[src/rtl/switch_pkg.sv]
// switch_pkg: default parameters and address-to-port decode for switch_nport.
package switch_pkg;
    localparam int DEF_ADDR_WIDTH = 8;
    localparam int DEF_DATA_WIDTH = 16;
    localparam int DEF_NUM_PORTS  = 4;
    localparam int DEF_FIFO_DEPTH = 4;

    // Top pb bits of an aw-bit address (aw <= 32, pb <= 4).
    function automatic logic [3:0] port_of(input logic [31:0] addr, input int aw, input int pb);
        return 4'((addr >> (aw - pb)) & ((32'd1 << pb) - 32'd1));
    endfunction
endpackage

[src/rtl/switch_fifo.sv]
// switch_fifo: synchronous first-word-fall-through FIFO, head entry always on rdata.
module switch_fifo #(
    parameter int WIDTH = 24,
    parameter int DEPTH = 4,
    localparam int PTR_W = $clog2(DEPTH),
    localparam int CNT_W = $clog2(DEPTH) + 1
) (
    input  logic             clk,
    input  logic             rst_n,
    input  logic             push,
    input  logic             pop,
    input  logic [WIDTH-1:0] wdata,
    output logic [WIDTH-1:0] rdata,
    output logic             empty,
    output logic             full,
    output logic [CNT_W-1:0] count
);
    logic [WIDTH-1:0] mem_q [DEPTH];
    logic [PTR_W-1:0] wr_q, wr_d, rd_q, rd_d;
    logic [CNT_W-1:0] cnt_q, cnt_d;
    logic             do_push, do_pop;

    always_comb begin
        empty   = cnt_q == '0;
        full    = cnt_q == CNT_W'(DEPTH);
        do_push = push && !full;
        do_pop  = pop && !empty;
        wr_d    = do_push ? wr_q + PTR_W'(1) : wr_q;
        rd_d    = do_pop ? rd_q + PTR_W'(1) : rd_q;
        cnt_d   = cnt_q + CNT_W'(do_push) - CNT_W'(do_pop);
        rdata   = mem_q[rd_q];
        count   = cnt_q;
    end

    always_ff @(posedge clk) begin
        if (!rst_n) begin
            wr_q  <= '0;
            rd_q  <= '0;
            cnt_q <= '0;
        end else begin
            wr_q  <= wr_d;
            rd_q  <= rd_d;
            cnt_q <= cnt_d;
        end
    end

    // Storage is deliberately not reset; the count alone marks entries live.
    always_ff @(posedge clk) begin
        if (do_push) mem_q[wr_q] <= wdata;
    end
endmodule

[src/rtl/switch_nport.sv]
// switch_nport: routes {addr,data} words by top address bits into per-port FWFT FIFOs.
module switch_nport
    import switch_pkg::*;
#(
    parameter int ADDR_WIDTH = DEF_ADDR_WIDTH,
    parameter int DATA_WIDTH = DEF_DATA_WIDTH,
    parameter int NUM_PORTS  = DEF_NUM_PORTS,
    parameter int FIFO_DEPTH = DEF_FIFO_DEPTH,
    localparam int PORT_BITS = $clog2(NUM_PORTS),
    localparam int CNT_W     = $clog2(FIFO_DEPTH) + 1
) (
    input  logic                            clk,
    input  logic                            rst_n,
    input  logic                            in_valid,
    output logic                            in_ready,
    input  logic [ADDR_WIDTH-1:0]           in_addr,
    input  logic [DATA_WIDTH-1:0]           in_data,
    output logic [NUM_PORTS-1:0]            out_valid,
    input  logic [NUM_PORTS-1:0]            out_ready,
    output logic [NUM_PORTS*ADDR_WIDTH-1:0] out_addr,
    output logic [NUM_PORTS*DATA_WIDTH-1:0] out_data,
    output logic [NUM_PORTS*CNT_W-1:0]      level
);
    localparam int W = ADDR_WIDTH + DATA_WIDTH;

    logic [PORT_BITS-1:0] target;
    logic [NUM_PORTS-1:0] push, full, empty;

    // in_ready looks only at the registered full flag of the addressed port.
    always_comb begin
        target         = PORT_BITS'(port_of(32'(in_addr), ADDR_WIDTH, PORT_BITS));
        in_ready       = rst_n && !full[target];
        push           = '0;
        push[target]   = in_valid && in_ready;
    end

    for (genvar p = 0; p < NUM_PORTS; p++) begin : g_port
        logic [W-1:0] rdata;

        switch_fifo #(.WIDTH(W), .DEPTH(FIFO_DEPTH)) u_fifo (
            .clk   (clk),
            .rst_n (rst_n),
            .push  (push[p]),
            .pop   (out_ready[p]),
            .wdata ({in_addr, in_data}),
            .rdata (rdata),
            .empty (empty[p]),
            .full  (full[p]),
            .count (level[p*CNT_W +: CNT_W])
        );

        assign out_valid[p]                          = !empty[p];
        assign out_addr[p*ADDR_WIDTH +: ADDR_WIDTH] = empty[p] ? '0 : rdata[W-1 -: ADDR_WIDTH];
        assign out_data[p*DATA_WIDTH +: DATA_WIDTH] = empty[p] ? '0 : rdata[DATA_WIDTH-1:0];
    end
endmodule

[config.mk]
export PLATFORM = sky130hd
export DESIGN_NAME = switch_nport
export DESIGN_NICKNAME = d
export VERILOG_FILES = /design/src/rtl/switch_pkg.sv /design/src/rtl/switch_fifo.sv /design/src/rtl/switch_nport.sv
export SDC_FILE = /design/constraint.sdc
export NUM_CORES = 1
export LEC_CHECK = 0
export ABC_AREA = 1
export CAP_MARGIN = 10
export CORE_MARGIN = 1
export CORE_UTILIZATION = 30
export DETAILED_ROUTE_END_ITERATION = 7
export GPL_ROUTABILITY_DRIVEN = 0
export SYNTH_ARGS = -nofsm -noshare
export SYNTH_HDL_FRONTEND = slang
export SYNTH_HIERARCHICAL = 1
export SYNTH_SLANG_ARGS = --single-unit
export TNS_END_PERCENT = 50
[constraint.sdc]
create_clock -name clk -period 3.1 [get_ports clk]
set_input_delay 0.775 -clock clk [delete_from_list [all_inputs] [get_ports clk]]
set_output_delay 0.775 -clock clk [all_outputs]
set_load 0.01 [all_outputs]
==> results.yml, run 1 <==
synthesis:
  yosysWarningCount: 6
  synth_cells: 1429
  synthesis.area_mm2: 0.01772
  synthesis.area_per_instance_um2: 12.40
  post-synth-top-area-fraction_pct: 65.07
  ys_async_sr_fraction_pct: 0
  synth.lib_cells_used.distinct: 22
  synth.top_cells.by_count: "384 x edfxtp_1, 260 x nor2_1, 176 x o21ai_0"
  synth-edff-count: 384
  synth_area_leaders: "edfxtp_1 65%, o22ai_2 5.6%, nor2_1 5.5%"
  syn-num-nets: 1488
  synth_most_common_cell: "edfxtp_1"
  synthDominantAreaCellType: "edfxtp_1"
  ys_seq_elements: 420
  ys_seq_area_share_pct: 69.13
  synth_top_flop_cell: "edfxtp_1"
worst_setup_path:
  path_buf_inv: 5
  crit_path_max_incr_delay_ns: 0.56
  critical_path_peak_fanout: 25
  critical_path.cell_chain: "buf_12 > inv_2 > buf_4 > o21ai_1 > o22ai_1 > inv_1 > nor2_2 > clkdlybuf4s50_1"
  required_ns: 2.32
  timing.critical_path.slowest_stage_cell: "clkdlybuf4s50_1"
  critPathArrivalTime_ns: 2.22
  worstSetupStartpointType: "register"
  critPathTopFamily: "buffers and inverters"
  timing_worst_setup_path_type: "reg -> out"
  worstSetupEndpointType: "output port"
pwr:
  power.share.clock_pct: 29.4
  switching_part_of_the_total_pct: 31.49
  power_share_of_the_combinational_group_pct: 33.6
  seq_power_share_pct: 37.0
  cellInternalPower_mw: 12.06
  cellLeakagePower_nw: 8.430
  total_switching_power_mw: 5.541
  ir_worst_vdd_v: 0.0003531
  power.density_cell_area_mw_per_mm2: 789.5
global_routing:
  global_route_wire_length_before_repair_um: 63850
  first_global_vias: 11140
  grt.overflow.total: 0
  grt_util_all_layers_pct: 13.77
  antenna_violations_before_repair: 3
  grt_max_degree: 34
hold_path:
  hold_path.class: "reg -> reg"
clocking:
  clock_root_buffer: "clkbuf_16"
  cts-htree-levels: 2
  tritoncts: "built"
  worst_skew_pair.late_latency_ns: 0.53
  cts.sink_count: 420
  cts.path.max_buffers: 3
  cts_inserted_buffers: 41
  clk_pin_slew_ns: 0.06
route:
  avgViaCountPerCell: 4.572
  drt-initial-drc-count: 651
  detailedRoute.firstPassIterationCount: 5
  vias: 11060
  wl_per_cell_um: 17.19
  route.antenna.remaining_nets: 0
  drc_errors: 0
  total_wirelength_of_the_detailed_routed_design_um: 41560
floorplan:
  dieWidth_um: 245.1
  core_mm2: 0.05803
  design.die.area_mm2: 0.06005
  pin_count: 144
  initial_core_util_pct: 30.54
  rows: 88
  die_y_um: 245.1
timing:
  achievable-frequency_mhz: 333.8
  timing.final.max_slew_violations: 0
  fin_crit_sh_pct: 96.64
  grt_setup_unrepaired: "yes"
  finalCriticalPeriod_ns: 2.996
  clock-skew-final_ns: 0.01381
  tightestPinTransition_ns: 0.7728
  whs_ns: 0.4953
  setup-violations-final: 0
  final_hold_vios: 0
  max_slew_margin_pct: 48.32
job:
  maxCapViolations: 0
placed_design:
  detailedPlacementHpwl_um: 27050
  place.port_buffers: 143
  place_area_mm2: 0.02056
status:
  run_status: "finished, final reports clean"
final_layout:
  final_design_area_no_fill_mm2: 0.02229
  design.final.nets: 1681
  drive_above_1_share_pct: 22.34
  synthToLayoutAreaGrowth_pct: 25.77
## through the flow
step	worst slack (ns)	util [%]	power (mW)	setup TNS (ns)	cells
detailed placement	-0.2155	35.43	12.46	-1.042	2340
global placement	-0.1480	35.43	12.39	-0.5383	2340
CTS	-0.03021	38.12	17.76	-0.04213	2416
finish	0.1042	38.41	17.60	0	2418
global route	-0.001672	38.41	18.48	-0.001672	2418
floorplan	0.1919	-	9.763	0	1429
## tightest hold or removal path, stage by stage (launching register included)
cell     delay (ns)
dfxtp_1        0.32
a21oi_1        0.05
nor2_1         0.08
## power groups by stage
| stage | clock network [mW] | logic, mW | registers, mW |
|---|---|---|---|
| finish | 5.17 | 5.91 | 6.52 |
| global route | 5.45 | 6.49 | 6.54 |
| CTS | 5.26 | 5.99 | 6.50 |
| detailed placement | 0 | 5.86 | 6.61 |
| global placement | 0 | 5.79 | 6.60 |
| floorplan | 0 | 3.16 | 6.61 |
## logic make-up (layout without fill, tap and decap cells)
family	count (synthesis)	in the layout	share of synthesized area (%)
buffers and inverters	248	471	6.156
flip-flops	420	420	69.13
AND/OR/NAND/NOR	425	425	10.36
adder cells (fa/ha/maj)	28	28	2.146
AO/OA/AOI/OAI	308	308	12.20
other	0	1	0
## area by class of cell
type	instances	area (um2)
Antenna cell	1	2.502
Tap cell	765	957.2
Multi-Input combinational cell	761	4516
Clock inverter	20	256.5
Sequential cell	420	12260
Fill cell	5421	35740
Timing Repair Buffer	218	2461
Inverter	180	689.4
Clock buffer	53	1144
## sequential cells by signal, summed over array words and instances, names as in the netlist, named ones only
signal               count
g_port.u_fifo/count     12
g_port.u_fifo/wr_q       8
g_port.u_fifo/rd_q       8
g_port.u_fifo/mem_q    384
## layer usage
metal | global-route usage [%] | part of all wire, % | vias up
li1 | - | - | 5311
met1 | 17.27 | 43 | 5505
met2 | 24.26 | 51 | 180
met3 | 1.881 | 3.2 | 57
met4 | 4.559 | 2.4 | 2
met5 | 0 | 0.022 | -
## cell usage in the layout (no fill, tap or decap), drive strengths merged, types with 36 or more instances in the layout
cell type      count
nor2             342
nand2             62
clkbuf            54
o22ai             96
inv              180
buf               73
o21ai            192
dfxtp             36
edfxtp           384
clkdlybuf4s50     91
## repair_timing
action,4_1_cts,5_1_grt
gates resized for setup,68,53
setup endpoints to repair,64,68
cloned,1,1
hold buffers,0,0
buffers inserted,2,0
pin swaps,0,3
## worst paths after layout
kind,slack [ns],depth (start not counted),from,end
worst max-delay path,0.10,8,register,out_addr[15]
worst min register to register,0.50,2,g_port[1].u_fifo/rd_q[0],g_port[1].u_fifo/rd_q[0]
worst max register to register,0.52,15,g_port[2].u_fifo/count[1],g_port[2].u_fifo/count[2]
worst min-delay path,0.50,2,g_port[1].u_fifo/rd_q[0],g_port[1].u_fifo/rd_q[0]
Power figures use the tool's default switching activity.
==> run 2, diff against run 1 <==
--- a/config.mk
+++ b/config.mk
@@ -11,6 +11,7 @@
 export CORE_UTILIZATION = 30
 export DETAILED_ROUTE_END_ITERATION = 7
 export GPL_ROUTABILITY_DRIVEN = 0
+export SKIP_LAST_GASP = 1
 export SYNTH_ARGS = -nofsm -noshare
 export SYNTH_HDL_FRONTEND = slang
 export SYNTH_HIERARCHICAL = 1
==> constraint.sdc (replaced) <==
create_clock -name clk -period 3.1 [get_ports clk]
set_input_delay 0.62 -clock clk [delete_from_list [all_inputs] [get_ports clk]]
set_output_delay 0.62 -clock clk [all_outputs]
set_load 0.01 [all_outputs]
==> run 2 against run 1 <==
  * Via count fell by 0.36%
  * Setup slack worse by 0.053 ns
  * First-iteration DRC count up 3.8%
  * Final area fell by 1.8%
  * Total power down 3.8%
  * Maximum frequency is 1.7% lower
  * Sequential share of layout area increased by 0.99 points
  * Clock skew is 0.00053 ns lower
  * Largest cell class unchanged
  * Register-to-register slack better by 0.02 ns
  * Worst hold slack got worse by 0.0069 ns
  * Cell count down 0.12%
==> results.yml, run 2 (synthesized netlist as in run 1, its figures left out) <==
status:
  run_status: "finished, final reports clean"
timing:
  tightestPinTransition_ns: 0.7447
  grt_setup_unrepaired: "yes"
  clock-skew-final_ns: 0.01328
  finalCriticalPeriod_ns: 3.049
  max_slew_margin_pct: 50.20
  final_hold_vios: 0
  timing.final.max_slew_violations: 0
  achievable-frequency_mhz: 328.0
  whs_ns: 0.4885
  fin_crit_sh_pct: 98.35
  setup-violations-final: 0
worst_setup_path:
  worstSetupEndpointType: "output port"
  critPathArrivalTime_ns: 2.43
  critical_path_peak_fanout: 4
  timing_worst_setup_path_type: "in -> out"
  required_ns: 2.48
  setup_slack_reg_to_reg_ns: 0.54
  worstSetupStartpointType: "input pin"
placed_design:
  dp_cells: 2338
  place_area_mm2: 0.02055
  detailedPlacementHpwl_um: 27030
  place.port_buffers: 143
clocking:
  cts.sink_count: 420
  cts_inserted_buffers: 41
  clock_root_buffer: "clkbuf_16"
  worst_skew_pair.late_latency_ns: 0.54
  tritoncts: "built"
  cts.path.max_buffers: 3
  clk_pin_slew_ns: 0.06
  cts-htree-levels: 2
hold_path:
  hold_path.class: "reg -> reg"
pwr:
  total_switching_power_mw: 5.454
  cellLeakagePower_nw: 7.847
  cellInternalPower_mw: 11.48
  ir_worst_vdd_v: 0.0003789
  switching_part_of_the_total_pct: 32.21
  power.density_cell_area_mw_per_mm2: 773.5
  power.share.clock_pct: 27.1
  seq_power_share_pct: 38.6
  power.total_mw: 16.93
  power_share_of_the_combinational_group_pct: 34.3
final_layout:
  final_common_cell: "edfxtp_1"
  synthToLayoutAreaGrowth_pct: 23.52
  largest_register_ffs: 384
  num-fill-cells: 5462
  design.final.nets: 1676
  most-common-layout-cells: "384 x edfxtp_1, 234 x nor2_1, 176 x o21ai_0"
  drive_above_1_share_pct: 20.57
  final_design_area_no_fill_mm2: 0.02189
  regMostFlops: "g_port.u_fifo/mem_q"
  layout.core_utilization_pct: 37.73
  instances_no_fill: 2415
floorplan:
  die_y_um: 245.1
  core_mm2: 0.05803
  initial_core_util_pct: 30.54
  dieWidth_um: 245.1
  pin_count: 144
  rows: 88
  design.die.area_mm2: 0.06005
global_routing:
  grt_max_degree: 34
  antenna_violations_before_repair: 2
  grt_util_all_layers_pct: 13.76
  first_global_vias: 11020
  global_route_wire_length_before_repair_um: 63810
  grt.overflow.total: 0
route:
  vias: 11020
  wl_per_cell_um: 17.16
  avgViaCountPerCell: 4.561
  route.antenna.remaining_nets: 0
  drt-initial-drc-count: 676
  drc_errors: 0
  detailedRoute.firstPassIterationCount: 5
  total_wirelength_of_the_detailed_routed_design_um: 41440
job:
  maxCapViolations: 0
==> run 2: worst max-delay path, stage by stage <==
cell and delay, ns:
clkdlybuf4s50_1 0.56, inv_2 0.08, nand3_1 0.08, nand2_1 0.07, buf_4 0.13, nor3_1 0.20
buf_4 0.15, clkdlybuf4s50_1 0.53
==> run 2: layout make-up <==
| type | count | area (um2) | area share, % |
|---|---|---|---|
| Multi-Input combinational cell | 761 | 4463 | 20.39 |
| Inverter | 180 | 680.7 | 3.109 |
| Clock buffer | 53 | 1111 | 5.075 |
| Sequential cell | 420 | 12260 | 56.01 |
| Tap cell | 765 | 957.2 | 4.372 |
| Antenna cell | 2 | 5.005 | 0.02286 |
| Clock inverter | 21 | 111.4 | 0.5087 |
| Timing Repair Buffer | 213 | 2301 | 10.51 |
==> run 2: metal layers <==
layer  wire length [um]  track usage, %
met5                  0               0
met4                940           4.743
met3               1551           2.121
met2              21100           23.99
met1              17850           17.24
==> run 2: metrics by stage <==
stage | setup TNS, ns | worst slack (ns)
floorplan | 0 | 0.3250
finish | 0 | 0.05121
CTS | -0.1227 | -0.04885
global placement | 0 | 0.01598
global route | -0.4170 | -0.06182
detailed placement | -0.1392 | -0.06669
==> run 2: power groups by stage <==
stage | clock, mW | combinational [mW] | sequential [mW]
global route | 4.91 | 6.38 | 6.56
CTS | 4.71 | 5.86 | 6.53
global placement | 0 | 5.72 | 6.63
floorplan | 0 | 3.16 | 6.61
finish | 4.59 | 5.81 | 6.53
detailed placement | 0 | 5.79 | 6.64
==> run 2: path summary, 6_finish.rpt <==
path,start,end,cells after the start
worst min register to register,g_port[3].u_fifo/rd_q[0],g_port[3].u_fifo/rd_q[0],2
worst min-delay path,g_port[3].u_fifo/rd_q[0],g_port[3].u_fifo/rd_q[0],2
worst max register to register,g_port[3].u_fifo/count[1],g_port[2].u_fifo/count[2],15
worst max-delay path,in_addr[7],in_ready,8
==> run 2: repair_timing <==
action,CTS,global route
hold buffers,0,0
gates cloned,1,0
setup buffers,0,0
endpoints found under the setup margin,55,49
gates resized for setup,7,22
==> run 3, diff against run 2 <==
--- a/config.mk
+++ b/config.mk
@@ -10,6 +10,7 @@
 export CORE_MARGIN = 1
 export CORE_UTILIZATION = 30
 export DETAILED_ROUTE_END_ITERATION = 7
+export DONT_BUFFER_PORTS = 1
 export GPL_ROUTABILITY_DRIVEN = 0
 export SKIP_LAST_GASP = 1
 export SYNTH_ARGS = -nofsm -noshare
==> constraint.sdc (replaced) <==
create_clock -name clk -period 3.2 [get_ports clk]
set_input_delay 0.64 -clock clk [delete_from_list [all_inputs] [get_ports clk]]
set_output_delay 0.64 -clock clk [all_outputs]
set_load 0.01 [all_outputs]
==> run 3 against run 2 <==
  * Largest power group unchanged
  * Core utilization fell by 3.5 points
  * Clock skew rose by 0.0074 ns
  * Via count fell by 6.5%
  * Sequential share of layout area rose by 5.7 points
  * Final area fell by 9.2%
  * First-iteration DRC count rose by 4.4%
  * Clock-buffer cell count rose by 2
  * Register-to-register slack got worse by 0.27 ns
  * Global-route usage fell by 0.60 points
  * Routed wire length fell by 2.7%
  * Setup slack improved by 0.13 ns
  * Cell count fell by 7.7%
==> results.yml, run 3 (synthesized netlist as in run 1, its figures left out) <==
status:
  run_status: "finished, final reports clean"
route:
  wl_per_cell_um: 18.09
  drt-initial-drc-count: 706
  total_wirelength_of_the_detailed_routed_design_um: 40310
  drc_errors: 0
  detailedRoute.firstPassIterationCount: 5
  vias: 10300
  route.antenna.remaining_nets: 0
  avgViaCountPerCell: 4.621
worst_setup_path:
  critical_path_depth: 5
  timing_worst_setup_path_type: "reg -> out"
  critPathTopFamily: "flip-flops"
  worstSetupEndpointType: "output port"
  worstRegToRegCells: 15
  worstSetupStartpointType: "register"
  critPathArrivalTime_ns: 2.38
  crit_path_max_incr_delay_ns: 0.62
  path_buf_inv: 2
  critical_path_peak_fanout: 38
  required_ns: 2.56
  timing.critical_path.slowest_stage_cell: "dfxtp_1"
  critical_path.cell_chain: "buf_4 > o21ai_0 > o22ai_1 > inv_1 > nor2_1"
  rr_startpoint: "g_port[2].u_fifo/count[0]"
final_layout:
  antenna_cells: 0
  largest_register_ffs: 384
  final_common_cell: "edfxtp_1"
  drive_above_1_share_pct: 19.07
  design.final.nets: 1496
  num-fill-cells: 5547
  most-common-layout-cells: "384 x edfxtp_1, 243 x nor2_1, 176 x o21ai_0"
  regMostFlops: "g_port.u_fifo/mem_q"
  synthToLayoutAreaGrowth_pct: 12.10
pwr:
  power.share.clock_pct: 30.8
  cellInternalPower_mw: 9.846
  cellLeakagePower_nw: 7.060
  ir_worst_vdd_v: 0.0003431
  power_share_of_the_combinational_group_pct: 26.2
  power.density_cell_area_mw_per_mm2: 744.1
  total_switching_power_mw: 4.937
  switching_part_of_the_total_pct: 33.40
  power.total_mw: 14.78
  seq_power_share_pct: 43.0
global_routing:
  grt_max_degree: 49
  global_route_wire_length_before_repair_um: 60290
  antenna_violations_before_repair: 0
  first_global_vias: 9979
  grt.overflow.total: 0
  grt_util_all_layers_pct: 13.16
hold_path:
  hold-path-cell-count: 0
  worstHoldStart: "in_data[13]"
  hold_path.class: "in -> reg"
timing:
  timing.final.max_slew_violations: 0
  fin_crit_sh_pct: 94.28
  finalCriticalPeriod_ns: 3.017
  setup-violations-final: 0
  whs_ns: 0.1904
  grt_setup_unrepaired: "yes"
  tightestPinTransition_ns: 0.9576
  max_slew_margin_pct: 36.09
  clock-skew-final_ns: 0.02073
  achievable-frequency_mhz: 331.5
  post_layout_worst_setup_margin_ns: 0.1831
  final_hold_vios: 0
floorplan:
  design.die.area_mm2: 0.06005
  dieWidth_um: 245.1
  initial_core_util_pct: 30.54
  rows: 88
  die_y_um: 245.1
  core_mm2: 0.05803
  pin_count: 144
placed_design:
  place.port_buffers: 0
  pre_cts_ws_ns: 0.1074
  detailedPlacementHpwl_um: 25680
clocking:
  worst_skew_pair.late_latency_ns: 0.54
  cts_hold_buf: 0
  cts.sink_count: 420
  cts.path.max_buffers: 3
  cts-htree-levels: 2
  clk_pin_slew_ns: 0.06
  clock_root_buffer: "clkbuf_16"
  tritoncts: "built"
  cts_inserted_buffers: 41
job:
  maxCapViolations: 0
[run 3: cell types whose count changed in the layout (fill, tap and decap cells not counted), moves of 3 or more]
cell	change
nor2_2	-8
buf_12	-19
clkinv_2	-7
buf_4	-14
dfxtp_1	+3
nand2_1	+3
clkdlybuf4s50_1	-143
nand2_2	-3
nor2_1	+9
[run 3: final timing paths]
| check | to | slack, ns |
|---|---|---|
| max | out_data[16] | 0.18 |
| min | g_port[0].u_fifo/mem_q[1][13] | 0.19 |
| max reg2reg | g_port[3].u_fifo/count[2] | 0.27 |
| min reg2reg | register | 0.49 |
[run 3: through the flow]
step	TNS, ns	area, um2	util (%)	instances
2_1_floorplan	0	17720	-	1429
3_3_place_gp	0	18610	32.08	2159
3_5_place_dp	0	18610	32.08	2159
4_1_cts	0	19860	34.23	2228
5_1_grt	-0.007808	19870	34.24	2228
6_report	0	19870	34.24	2228
[run 3: power by group through the flow]
stage          Combinational (mW)  Clock (mW)  Sequential (mW)
2_1_floorplan                3.06           0             6.40
3_3_place_gp                 3.87           0             6.47
3_5_place_dp                 3.95           0             6.48
4_1_cts                      3.96        4.66             6.36
5_1_grt                      4.34        4.84             6.39
6_report                     3.87        4.55             6.36
[run 3: repair_timing]
action	4_1_cts	5_1_grt
setup endpoints to repair	0	13
setup buffers	0	0
resized for setup	0	2
[run 3: final cells by class]
class	count	area [um2]	area share [%]
Clock buffer	55	1151	5.794
Clock inverter	14	97.59	0.4912
Timing Repair Buffer	33	310.3	1.562
Sequential cell	420	12250	61.68
Tap cell	765	957.2	4.818
Inverter	180	675.6	3.401
Multi-Input combinational cell	761	4422	22.26
[run 3: layer usage]
metal / share of wire [%] / wire length (um) / up-vias / track usage [%]
li1: - / - / 4930 / -
met2: 51 / 20370 / 200 / 22.66
met3: 5.3 / 2146 / 60 / 2.985
met1: 41 / 16720 / 5105 / 16.09
met4: 2.6 / 1067 / 0 / 4.596
met5: 0 / 0 / - / 0
